File: src/rtl/riscv_pkg.sv
// Shared RISC-V decode definitions: opcodes, op classes, immediate formats,
// the registered decode bundle and source-register usage helpers.
package riscv_pkg;

    localparam logic [6:0] OPC_R      = 7'h33;
    localparam logic [6:0] OPC_I_ALU  = 7'h13;
    localparam logic [6:0] OPC_LOAD   = 7'h03;
    localparam logic [6:0] OPC_STORE  = 7'h23;
    localparam logic [6:0] OPC_BRANCH = 7'h63;
    localparam logic [6:0] OPC_JAL    = 7'h6F;
    localparam logic [6:0] OPC_JALR   = 7'h67;
    localparam logic [6:0] OPC_LUI    = 7'h37;
    localparam logic [6:0] OPC_AUIPC  = 7'h17;
    localparam logic [6:0] OPC_SYSTEM = 7'h73;
    localparam logic [6:0] OPC_FENCE  = 7'h0F;

    typedef enum logic [3:0] {
        OP_NOP     = 4'd0,
        OP_ALU_R   = 4'd1,
        OP_ALU_I   = 4'd2,
        OP_LOAD    = 4'd3,
        OP_STORE   = 4'd4,
        OP_BRANCH  = 4'd5,
        OP_JAL     = 4'd6,
        OP_JALR    = 4'd7,
        OP_LUI     = 4'd8,
        OP_AUIPC   = 4'd9,
        OP_SYSTEM  = 4'd10,
        OP_ILLEGAL = 4'd11
    } op_class_t;

    typedef enum logic [2:0] {
        FMT_R = 3'd0,
        FMT_I = 3'd1,
        FMT_S = 3'd2,
        FMT_B = 3'd3,
        FMT_U = 3'd4,
        FMT_J = 3'd5
    } fmt_t;

    // One decoded instruction as handed to execute. All-zero is a bubble (OP_NOP = 0).
    typedef struct packed {
        logic        valid;
        logic [31:0] pc;
        op_class_t   op;
        logic [4:0]  rd;
        logic [4:0]  rs1;
        logic [4:0]  rs2;
        logic [2:0]  funct3;
        logic        funct7_b5;
        logic [31:0] imm;
        logic        illegal;
    } dec_out_t;

    localparam dec_out_t DEC_BUBBLE = '0;

    // rs1 is a real operand for R/I/S/B formats and JALR (SYSTEM reads it for CSR ops).
    function automatic logic uses_rs1(op_class_t op);
        return op inside {OP_ALU_R, OP_ALU_I, OP_LOAD, OP_STORE, OP_BRANCH, OP_JALR, OP_SYSTEM};
    endfunction

    // rs2 only carries an operand for R, S and B formats; in I-type it is immediate bits.
    function automatic logic uses_rs2(op_class_t op);
        return op inside {OP_ALU_R, OP_STORE, OP_BRANCH};
    endfunction

endpackage

File: src/rtl/decode_if.sv
// Fetch->decode->execute bundle. master = upstream/environment side driving the
// instruction and control; slave = the decode stage.
interface decode_if;
    import riscv_pkg::*;

    logic [31:0] i_instruction;
    logic [31:0] i_pc;
    logic        i_pipeline_stall;
    logic        i_flush;

    logic        o_fetch_stall;
    logic [4:0]  o_rs1_addr;
    logic [4:0]  o_rs2_addr;
    logic        o_valid;
    logic [31:0] o_pc;
    op_class_t   o_op;
    logic [4:0]  o_rd;
    logic [4:0]  o_rs1;
    logic [4:0]  o_rs2;
    logic [2:0]  o_funct3;
    logic        o_funct7_b5;
    logic [31:0] o_imm;
    logic        o_illegal;

    // Handshake: there is no valid/ready pair here; o_valid qualifies the registered
    // bundle, and o_fetch_stall is the only back-pressure (fetch must hold its
    // instruction/PC while it is high). i_pipeline_stall freezes this stage.
    modport master (
        output i_instruction, i_pc, i_pipeline_stall, i_flush,
        input  o_fetch_stall, o_rs1_addr, o_rs2_addr, o_valid, o_pc, o_op, o_rd,
               o_rs1, o_rs2, o_funct3, o_funct7_b5, o_imm, o_illegal
    );

    modport slave (
        input  i_instruction, i_pc, i_pipeline_stall, i_flush,
        output o_fetch_stall, o_rs1_addr, o_rs2_addr, o_valid, o_pc, o_op, o_rd,
               o_rs1, o_rs2, o_funct3, o_funct7_b5, o_imm, o_illegal
    );

endinterface

File: src/rtl/imm_gen.sv
// Combinational immediate builder for all RISC-V formats. The opcode bits are not
// needed, so only instr[31:7] is taken. R-type yields zero.
module imm_gen
    import riscv_pkg::*;
(
    input  logic [31:7] instr_i,
    input  fmt_t        fmt_i,
    output logic [31:0] imm_o
);

    // Select and sign-extend the immediate for the given format.
    always_comb begin
        imm_o = 32'd0;
        case (fmt_i)
            FMT_I: imm_o = {{20{instr_i[31]}}, instr_i[31:20]};
            FMT_S: imm_o = {{20{instr_i[31]}}, instr_i[31:25], instr_i[11:7]};
            FMT_B: imm_o = {{19{instr_i[31]}}, instr_i[31], instr_i[7],
                            instr_i[30:25], instr_i[11:8], 1'b0};
            FMT_U: imm_o = {instr_i[31:12], 12'd0};
            FMT_J: imm_o = {{11{instr_i[31]}}, instr_i[31], instr_i[19:12],
                            instr_i[20], instr_i[30:21], 1'b0};
            default: imm_o = 32'd0;
        endcase
    end

endmodule

File: src/rtl/decode.sv
// Decode pipeline stage: classifies the incoming instruction, extracts fields,
// builds the immediate, detects load-use hazards and registers one bundle for execute.
module decode
    import riscv_pkg::*;
#(
    parameter bit HAZARD_DETECT = 1'b1,
    parameter bit DECODE_SYSTEM = 1'b1
) (
    input logic     clk,
    input logic     reset,
    decode_if.slave bus
);

    logic [31:0] instr;
    fmt_t        fmt;
    logic [31:0] imm;
    dec_out_t    dec_core;
    dec_out_t    dec_full;
    dec_out_t    out_d;
    dec_out_t    out_q;
    logic        hazard;

    assign instr = bus.i_instruction;

    // Register-file read addresses track the raw input so read data aligns with the next edge.
    assign bus.o_rs1_addr = instr[19:15];
    assign bus.o_rs2_addr = instr[24:20];

    // Classify opcode, pick immediate format and extract fields; zero word is a bubble.
    always_comb begin
        dec_core = DEC_BUBBLE;
        fmt      = FMT_R;
        if (instr != 32'd0) begin
            dec_core.valid     = 1'b1;
            dec_core.pc        = bus.i_pc;
            dec_core.rd        = instr[11:7];
            dec_core.rs1       = instr[19:15];
            dec_core.rs2       = instr[24:20];
            dec_core.funct3    = instr[14:12];
            dec_core.funct7_b5 = instr[30];
            if (instr[1:0] != 2'b11) begin
                dec_core.op      = OP_ILLEGAL;
                dec_core.illegal = 1'b1;
                dec_core.rd      = 5'd0;
            end else begin
                case (instr[6:0])
                    OPC_R:      dec_core.op = OP_ALU_R;
                    OPC_I_ALU: begin
                        dec_core.op = OP_ALU_I;
                        fmt         = FMT_I;
                    end
                    OPC_LOAD: begin
                        dec_core.op = OP_LOAD;
                        fmt         = FMT_I;
                    end
                    OPC_STORE: begin
                        dec_core.op = OP_STORE;
                        dec_core.rd = 5'd0;
                        fmt         = FMT_S;
                    end
                    OPC_BRANCH: begin
                        dec_core.op = OP_BRANCH;
                        dec_core.rd = 5'd0;
                        fmt         = FMT_B;
                    end
                    OPC_JAL: begin
                        dec_core.op = OP_JAL;
                        fmt         = FMT_J;
                    end
                    OPC_JALR: begin
                        dec_core.op = OP_JALR;
                        fmt         = FMT_I;
                    end
                    OPC_LUI: begin
                        dec_core.op = OP_LUI;
                        fmt         = FMT_U;
                    end
                    OPC_AUIPC: begin
                        dec_core.op = OP_AUIPC;
                        fmt         = FMT_U;
                    end
                    OPC_SYSTEM: begin
                        if (DECODE_SYSTEM) begin
                            dec_core.op = OP_SYSTEM;
                            fmt         = FMT_I;
                        end else begin
                            dec_core.op      = OP_ILLEGAL;
                            dec_core.illegal = 1'b1;
                            dec_core.rd      = 5'd0;
                        end
                    end
                    OPC_FENCE: begin
                        // Memory is in-order here, so FENCE retires as a valid no-op.
                        dec_core.op = OP_NOP;
                        fmt         = FMT_I;
                    end
                    default: begin
                        dec_core.op      = OP_ILLEGAL;
                        dec_core.illegal = 1'b1;
                        dec_core.rd      = 5'd0;
                    end
                endcase
            end
        end
    end

    imm_gen u_imm_gen (
        .instr_i (instr[31:7]),
        .fmt_i   (fmt),
        .imm_o   (imm)
    );

    // Merge the immediate into the decoded bundle.
    always_comb begin
        dec_full     = dec_core;
        dec_full.imm = imm;
    end

    // Load-use hazard: the load now in this stage's register feeds an operand of the incoming one.
    always_comb begin
        hazard = 1'b0;
        if (HAZARD_DETECT && out_q.valid && (out_q.op == OP_LOAD) && (out_q.rd != 5'd0)) begin
            hazard = (uses_rs1(dec_core.op) && (dec_core.rs1 == out_q.rd)) ||
                     (uses_rs2(dec_core.op) && (dec_core.rs2 == out_q.rd));
        end
    end

    // A flush redirects fetch itself, so a hazard under flush must not hold fetch.
    assign bus.o_fetch_stall = bus.i_pipeline_stall | (hazard & ~bus.i_flush);

    // Next-state priority: flush > downstream stall > hazard bubble > normal load.
    always_comb begin
        out_d = dec_full;
        if (bus.i_flush) begin
            out_d = DEC_BUBBLE;
        end else if (bus.i_pipeline_stall) begin
            out_d = out_q;
        end else if (hazard) begin
            out_d = DEC_BUBBLE;
        end
    end

    // Single output register bank; async reset to a bubble also clears the hazard source.
    always_ff @(posedge clk or negedge reset) begin
        if (!reset) begin
            out_q <= DEC_BUBBLE;
        end else begin
            out_q <= out_d;
        end
    end

    assign bus.o_valid     = out_q.valid;
    assign bus.o_pc        = out_q.pc;
    assign bus.o_op        = out_q.op;
    assign bus.o_rd        = out_q.rd;
    assign bus.o_rs1       = out_q.rs1;
    assign bus.o_rs2       = out_q.rs2;
    assign bus.o_funct3    = out_q.funct3;
    assign bus.o_funct7_b5 = out_q.funct7_b5;
    assign bus.o_imm       = out_q.imm;
    assign bus.o_illegal   = out_q.illegal;

endmodule

File: src/flat_wrapper.sv
// flat-port wrapper written by rule: the top's interface ports become plain ports
module decode_flat import riscv_pkg::*;
#(
    parameter bit HAZARD_DETECT = 1'b1,
    parameter bit DECODE_SYSTEM = 1'b1
)
  (clk, reset, bus_i_instruction, bus_i_pc, bus_i_pipeline_stall, bus_i_flush, bus_o_fetch_stall, bus_o_rs1_addr, bus_o_rs2_addr, bus_o_valid, bus_o_pc, bus_o_op, bus_o_rd, bus_o_rs1, bus_o_rs2, bus_o_funct3, bus_o_funct7_b5, bus_o_imm, bus_o_illegal);
  decode_if bus_i ();
  input logic clk;
  input logic reset;
  input wire logic [$bits(bus_i.i_instruction)-1:0] bus_i_instruction;
  input wire logic [$bits(bus_i.i_pc)-1:0] bus_i_pc;
  input wire logic [$bits(bus_i.i_pipeline_stall)-1:0] bus_i_pipeline_stall;
  input wire logic [$bits(bus_i.i_flush)-1:0] bus_i_flush;
  output wire logic [$bits(bus_i.o_fetch_stall)-1:0] bus_o_fetch_stall;
  output wire logic [$bits(bus_i.o_rs1_addr)-1:0] bus_o_rs1_addr;
  output wire logic [$bits(bus_i.o_rs2_addr)-1:0] bus_o_rs2_addr;
  output wire logic [$bits(bus_i.o_valid)-1:0] bus_o_valid;
  output wire logic [$bits(bus_i.o_pc)-1:0] bus_o_pc;
  output wire logic [$bits(bus_i.o_op)-1:0] bus_o_op;
  output wire logic [$bits(bus_i.o_rd)-1:0] bus_o_rd;
  output wire logic [$bits(bus_i.o_rs1)-1:0] bus_o_rs1;
  output wire logic [$bits(bus_i.o_rs2)-1:0] bus_o_rs2;
  output wire logic [$bits(bus_i.o_funct3)-1:0] bus_o_funct3;
  output wire logic [$bits(bus_i.o_funct7_b5)-1:0] bus_o_funct7_b5;
  output wire logic [$bits(bus_i.o_imm)-1:0] bus_o_imm;
  output wire logic [$bits(bus_i.o_illegal)-1:0] bus_o_illegal;
  assign bus_i.i_instruction = bus_i_instruction;
  assign bus_i.i_pc = bus_i_pc;
  assign bus_i.i_pipeline_stall = bus_i_pipeline_stall;
  assign bus_i.i_flush = bus_i_flush;
  assign bus_o_fetch_stall = bus_i.o_fetch_stall;
  assign bus_o_rs1_addr = bus_i.o_rs1_addr;
  assign bus_o_rs2_addr = bus_i.o_rs2_addr;
  assign bus_o_valid = bus_i.o_valid;
  assign bus_o_pc = bus_i.o_pc;
  assign bus_o_op = bus_i.o_op;
  assign bus_o_rd = bus_i.o_rd;
  assign bus_o_rs1 = bus_i.o_rs1;
  assign bus_o_rs2 = bus_i.o_rs2;
  assign bus_o_funct3 = bus_i.o_funct3;
  assign bus_o_funct7_b5 = bus_i.o_funct7_b5;
  assign bus_o_imm = bus_i.o_imm;
  assign bus_o_illegal = bus_i.o_illegal;
  decode #(.HAZARD_DETECT(HAZARD_DETECT), .DECODE_SYSTEM(DECODE_SYSTEM)) u_core (.clk(clk), .reset(reset), .bus(bus_i));
endmodule
File: config.mk
export PLATFORM = sky130hd
export DESIGN_NAME = decode_flat
export DESIGN_NICKNAME = d
export VERILOG_FILES = /design/src/rtl/riscv_pkg.sv /design/src/rtl/decode_if.sv /design/src/rtl/imm_gen.sv /design/src/rtl/decode.sv /design/src/flat_wrapper.sv
export SDC_FILE = /design/constraint.sdc
export NUM_CORES = 1
export LEC_CHECK = 0
export BUFFER_PORTS_ARGS = -buffer_cell sky130_fd_sc_hd__clkbuf_2
export CAP_MARGIN = 20
export CORE_UTILIZATION = 30
export DETAILED_ROUTE_END_ITERATION = 10
export PLACE_DENSITY = 0.65
export REMOVE_ABC_BUFFERS = 1
export SYNTH_ARGS = -nofsm -noshare
export SYNTH_HDL_FRONTEND = slang
export SYNTH_SLANG_ARGS = --single-unit
export TNS_END_PERCENT = 20
File: constraint.sdc
create_clock -name clk -period 2.8 [get_ports clk]
set_clock_uncertainty 0.05 [all_clocks]
set_input_delay 0.28 -clock clk [delete_from_list [all_inputs] [get_ports clk]]
set_output_delay 0.28 -clock clk [all_outputs]
set_load 0.05 [all_outputs]
==> flow_summary.ini, run 1 <==
[outcome]
outcome = finished clean

[routing]
detail_route.first_pass.iterations = 5
drc_errors = 0
ant_nets = 0
avgRoutedWirePerCell_um = 18.92
viasPerCell = 5.640
dr_total_vias = 4236
drtIter0Drc = 346
wl_um = 14210

[layout]
nFillCells = 1400
final_area_mm2 = 0.005668
fin_nets = 635
antennaDiodeCount = 0
drive_gt1_frac = 0.3608
area_growth_pct = 29.10
finish.utilization = 0.4021

[sta]
fin_crit_sh = 0.9671
max_slew_margin = 0.3444
final_hold_viol_count = 0
drv_slew = 0
period_needed_ns = 2.708
tightest_slew_ns = 0.9834
rsz0062_at_grt = no
fmax_mhz = 369.3
setup_viol = 0

[power]
p_total_uw = 3236
swShare = 0.2915
p_clk_frac = 0.398
switchingPower_uw = 943.1
seqPwrFrac = 0.422
combPwrFrac = 0.180
internal_power_uw = 2292
p_per_area_mw_per_mm2 = 570.8
p_leak_uw = 0.002625
ir_drop_mv = 0.2549

[global_route]
use_met2 = 0.2946
overflow = 0
antenna_found_initial = 0
track_usage = 0.1890
use_met3 = 0.03875
grt_most_used_layer = met2
grt_pass1_wl_um = 21700
grt_max_degree = 60
first_global_vias = 3967
groute.layer.met1.usage = 0.2610

[synth]
ys_top_cells_by_count = 89 x dfrtp_1, 51 x a32o_1, 50 x nand2_1
synth_top_area_share = 0.5073
async_flop_share = 1.000
synth-main-ff-cell = dfrtp_1
postSynthCellCount = 418
synth_area_per_cell_um2 = 10.50
ys_top_cells_by_area = dfrtp_1 51%, a32o_1 12%, o31ai_1 4.6%, a22oi_1 4.3%, nand2_1 4.3%
synth_cell_type_count = 49
synth_edf_count = 0
ys_warn_count = 0
synth_area_mm2 = 0.004390
ys_seq_area_frac = 0.5073
post-synth-top-area-cell = dfrtp_1
synth.most_common_cell = dfrtp_1
ys_ff_latch = 89

[clock_tree]
path_clk_slew_ns = 0.06
cts_root_buffer = clkbuf_16
cts-htree-levels = 3
clock-sinks = 89
cts_buffer_depth = 2
clk_latency_ns = 0.34
cts_buffers = 9
cts_tree = yes
cts_setup_buffers = 0
cts.repair.resized = 0

[setup_path]
critPathRequiredTime_ns = 2.47
criticalPathCategory = reg -> out
cp_max_fo = 5
endpoint_kind = output pin
arrival_ns = 2.38
worstSetupStartpointType = flip-flop

[job]
maxCapViolations = 0

[placed_design]
placed_area_mm2 = 0.005346
place_hpwl_um = 10130
io_buffers = 167
routabilityCongestion = 0.8445

[floorplanning]
start_util = 0.3115
die_y_um = 123.0
coreArea_mm2 = 0.01410
die_area_mm2 = 0.01512
ios = 168
core.rowCount = 43
die_x_um = 123.0

[worst_hold_path]
min-delay-path-class = in -> reg
-- cell families (layout without fill, tap and decap cells) --
| family | after synthesis | in the layout | synth area share |
|---|---|---|---|
| compound gates | 152 | 152 | 0.2784 |
| fa+ha+maj | 1 | 1 | 0.002280 |
| simple gates | 111 | 111 | 0.1228 |
| xor+xnor | 11 | 11 | 0.02194 |
| flops | 89 | 89 | 0.5073 |
| buf+inv | 54 | 207 | 0.06725 |
-- power by group through the flow --
stage	combinational, uW	sequential (uW)	clock, uW
finish	584	1360	1290
global route	624	1370	1370
CTS	586	1360	1310
detailed placement	583	1390	0
global placement	581	1380	0
floorplan	145	1560	0
-- worst max-delay path: stages (launching register included) --
cell and delay, ns:
dfrtp_1 0.44, xor2_1 0.17, a311oi_1 0.28, nand4_1 0.25
o32a_2 0.47, o21bai_1 0.12, clkbuf_2 0.30
-- area by class of cell --
cell class | instances | area, um2 | share of cell area
Clock buffer | 12 | 246.5 | 0.04349
Clock inverter | 3 | 65.06 | 0.01148
Inverter | 4 | 15.01 | 0.002649
Multi-Input combinational cell | 275 | 1891 | 0.3336
Sequential cell | 89 | 2227 | 0.3929
Tap cell | 180 | 225.2 | 0.03974
Timing Repair Buffer | 188 | 998.5 | 0.1762
-- placed cells by master (no fill, tap or decap), types with 2 or more instances in the layout --
master | synthesis | final
a21oi_1 | 10 | 10
nor4_1 | 8 | 8
clkbuf_2 | 0 | 166
and2_1 | 3 | 3
nor2_1 | 12 | 11
o22ai_1 | 3 | 3
o32ai_1 | 2 | 2
clkbuf_1 | 24 | 2
nor2b_1 | 3 | 2
dfrtp_1 | 89 | 89
nand2b_1 | 5 | 5
o211ai_1 | 4 | 4
a211o_1 | 2 | 2
clkbuf_16 | 0 | 9
buf_4 | 12 | 21
a22oi_1 | 25 | 25
o31ai_1 | 27 | 27
nand3b_1 | 2 | 2
o21ai_1 | 2 | 2
nand2_1 | 50 | 50
bufinv_16 | 0 | 2
inv_1 | 4 | 4
nor3b_1 | 2 | 2
and3_1 | 2 | 2
nand4_1 | 3 | 3
o21ai_0 | 15 | 15
a32o_1 | 51 | 51
xor2_1 | 5 | 5
nor3_1 | 7 | 7
nand3_1 | 8 | 8
xnor2_1 | 6 | 6
-- registers in the layout, indices dropped and copies added, names as in the netlist --
signal	cells
u_core.bus.o_pc	32
u_core.bus.o_illegal	1
u_core.bus.o_imm	32
u_core.bus.o_rd	5
u_core.bus.o_funct7_b5	1
u_core.bus.o_funct3	3
u_core.bus.o_rs1	5
u_core.bus.o_op	4
u_core.bus.o_rs2	5
u_core.bus.o_valid	1
-- metal layers --
metal,part of all wire,wire length (um)
met5,0,0
met4,0.016,227
met3,0.059,838
met2,0.48,6775
met1,0.45,6364
-- stage by stage --
stage / worst slack [ns] / std cells / setup TNS (ns) / hold WS (ns)
finish: 0.09225 / 751 / 0 / 0.1291
floorplan: -0.8969 / 368 / -66.31 / -0.06559
CTS: 0.09065 / 751 / 0 / 0.1216
global route: 0.01630 / 751 / 0 / 0.1294
global placement: 0.2983 / 735 / 0 / 0.3607
detailed placement: 0.2868 / 735 / 0 / 0.3576
-- what timing repair did --
item	CTS	global route
hold buffers	1	0
endpoints found under the setup margin	0	0
endpoints found under the hold margin	4	0
-- worst paths after layout --
check	to	start	cells past startpoint	slack (ns)
max in group asynchronous	u_core.bus.o_funct3[0]	reset	3	1.51
max reg2reg	u_core.bus.o_pc[1]	u_core.bus.o_rd[0]	6	0.49
min	u_core.bus.o_pc[5]	bus_i_pc[5]	2	0.13
min in group asynchronous	u_core.bus.o_imm[8]	reset	2	0.49
min reg2reg	u_core.bus.o_imm[22]	u_core.bus.o_imm[22]	2	0.43
max	bus_o_fetch_stall	u_core.bus.o_rd[0]	6	0.09
(Power assumes the default switching activity.)
==> run 2, diff against run 1 <==
HOLD_SLACK_MARGIN = 0.15   (was default)
==> flow_summary.ini, run 2 (synthesized netlist as in run 1, its figures left out) <==
[global_route]
grt_max_degree = 60
track_usage = 0.1955
grt_pass1_wl_um = 22490
antenna_found_initial = 0
first_global_vias = 4168
overflow = 0

[setup_path]
path_cells = xor2_1 -> a311oi_1 -> nand4_1 -> o32a_2 -> o21bai_1 -> clkbuf_2
critical-path-top-delay-family = compound AO/OA/AOI/OAI gates
cp_slowest_cell = o32a_2
critPathBufInv = 1
worstSetupStartpointType = flip-flop
crit_path_start = u_core.bus.o_rd[0]
critPathMaxStageDelay_ns = 0.47
endpoint_kind = output pin
critical_path.endpoint = bus_o_fetch_stall
criticalPathCategory = reg -> out
reg2reg_to = u_core.bus.o_pc[1]
arrival_ns = 2.38
reg2reg_slack_ns = 0.49
critPathRequiredTime_ns = 2.47
cp_max_fo = 5
r2r_start = u_core.bus.o_rd[0]
cp_num_cells = 6
reg2reg_depth = 6

[floorplanning]
die_area_mm2 = 0.01512
core.rowCount = 43
coreArea_mm2 = 0.01410
ios = 168
die_y_um = 123.0
start_util = 0.3115
die_x_um = 123.0

[clock_tree]
cts-htree-levels = 3
cts_buffer_depth = 2
cts_hold_buf = 36
clk_latency_ns = 0.34
clock-sinks = 89
cts_setup_buffers = 0
cts_tree = yes
path_clk_slew_ns = 0.06
cts.repair.resized = 0
cts_buffers = 9
cts_root_buffer = clkbuf_16

[placed_design]
io_buffers = 167
routabilityCongestion = 0.8445
place_hpwl_um = 10130
place_ws_ns = 0.2868

[routing]
wl_um = 14650
viasPerCell = 5.533
detail_route.first_pass.iterations = 5
drc_errors = 0
avgRoutedWirePerCell_um = 18.64
drtIter0Drc = 296
ant_nets = 0
dr_total_vias = 4349

[sta]
setup_viol = 0
fin_crit_sh = 0.9663
fmax_mhz = 369.6
whs_ns = 0.1630
period_needed_ns = 2.706
tightest_slew_ns = 0.8925
max_slew_margin = 0.4050
final_hold_viol_count = 0
drv_slew = 0
rsz0062_at_grt = no
fin_ws_ns = 0.09428

[power]
p_per_area_mw_per_mm2 = 544.7
p_leak_uw = 0.002771
ir_drop_mv = 0.2609

[layout]
area_growth_pct = 37.08
drive_gt1_frac = 0.3399
antennaDiodeCount = 0
fin_nets = 670
layout_commonest_cell = clkbuf_2
nFillCells = 1366
seqCellArea_mm2 = 0.002227
multi_input_area_mm2 = 0.001891
final_cell_mix = 166 x clkbuf_2, 89 x dfrtp_1, 51 x a32o_1

[worst_hold_path]
min-delay-path-class = in -> reg
hold_depth = 3

[outcome]
outcome = finished clean

[job]
maxCapViolations = 0
==> run 2: cell count changes in the layout (fill, tap and decap cells not counted) <==
cell / delta
dlygate4sd3_1: +35
==> run 2: area by class of cell <==
type,count,share of cell area
Sequential cell,89,0.3701
Tap cell,180,0.03742
Clock buffer,12,0.04096
Inverter,4,0.002495
Clock inverter,3,0.01081
Multi-Input combinational cell,275,0.3141
Timing Repair Buffer,223,0.2241
==> run 2: worst min path at each step <==
stage / from / endpoint / slack (ns)
global placement: reset / u_core.bus.o_imm[9] / 0.36
floorplan: reset / u_core.bus.o_funct3[0] / -0.07
finish: bus_i_instruction[26] / u_core.bus.o_imm[6] / 0.16
global route: bus_i_instruction[26] / u_core.bus.o_imm[6] / 0.17
CTS: bus_i_instruction[11] / u_core.bus.o_rd[4] / 0.15
detailed placement: reset / u_core.bus.o_imm[8] / 0.36
==> run 2: where the power goes <==
group          total [uW]  internal [uW]  switching, uW  leakage [uW]
logic                 624            189            435       0.00141
registers            1360           1330           29.6       0.00120
clock network        1290            801            489      0.000153
==> run 2: per-stage QoR <==
step / setup TNS (ns) / std cells / total power (uW) / util / cell area, um2
after floorplan: -66.31 / 368 / 1701 / - / 4110
after global placement: 0 / 735 / 1966 / 0.3793 / 5346
after detailed placement: 0 / 735 / 1971 / 0.3793 / 5346
after CTS: 0 / 786 / 3302 / 0.4269 / 6018
after global routing: 0 / 786 / 3409 / 0.4269 / 6018
final: 0 / 786 / 3278 / 0.4269 / 6018
==> run 2: metal layers <==
layer  part of all wire  global-route usage  routed length, um
met5                  0                   0                  0
met4              0.021             0.06928                305
met3              0.059             0.03828                869
met2               0.48              0.3125               7058
met1               0.44              0.2633               6415
==> run 2: worst min-delay path: stages <==
cell      delay (ns)
clkbuf_2        0.10
nand3_1         0.06
o21ai_0         0.07
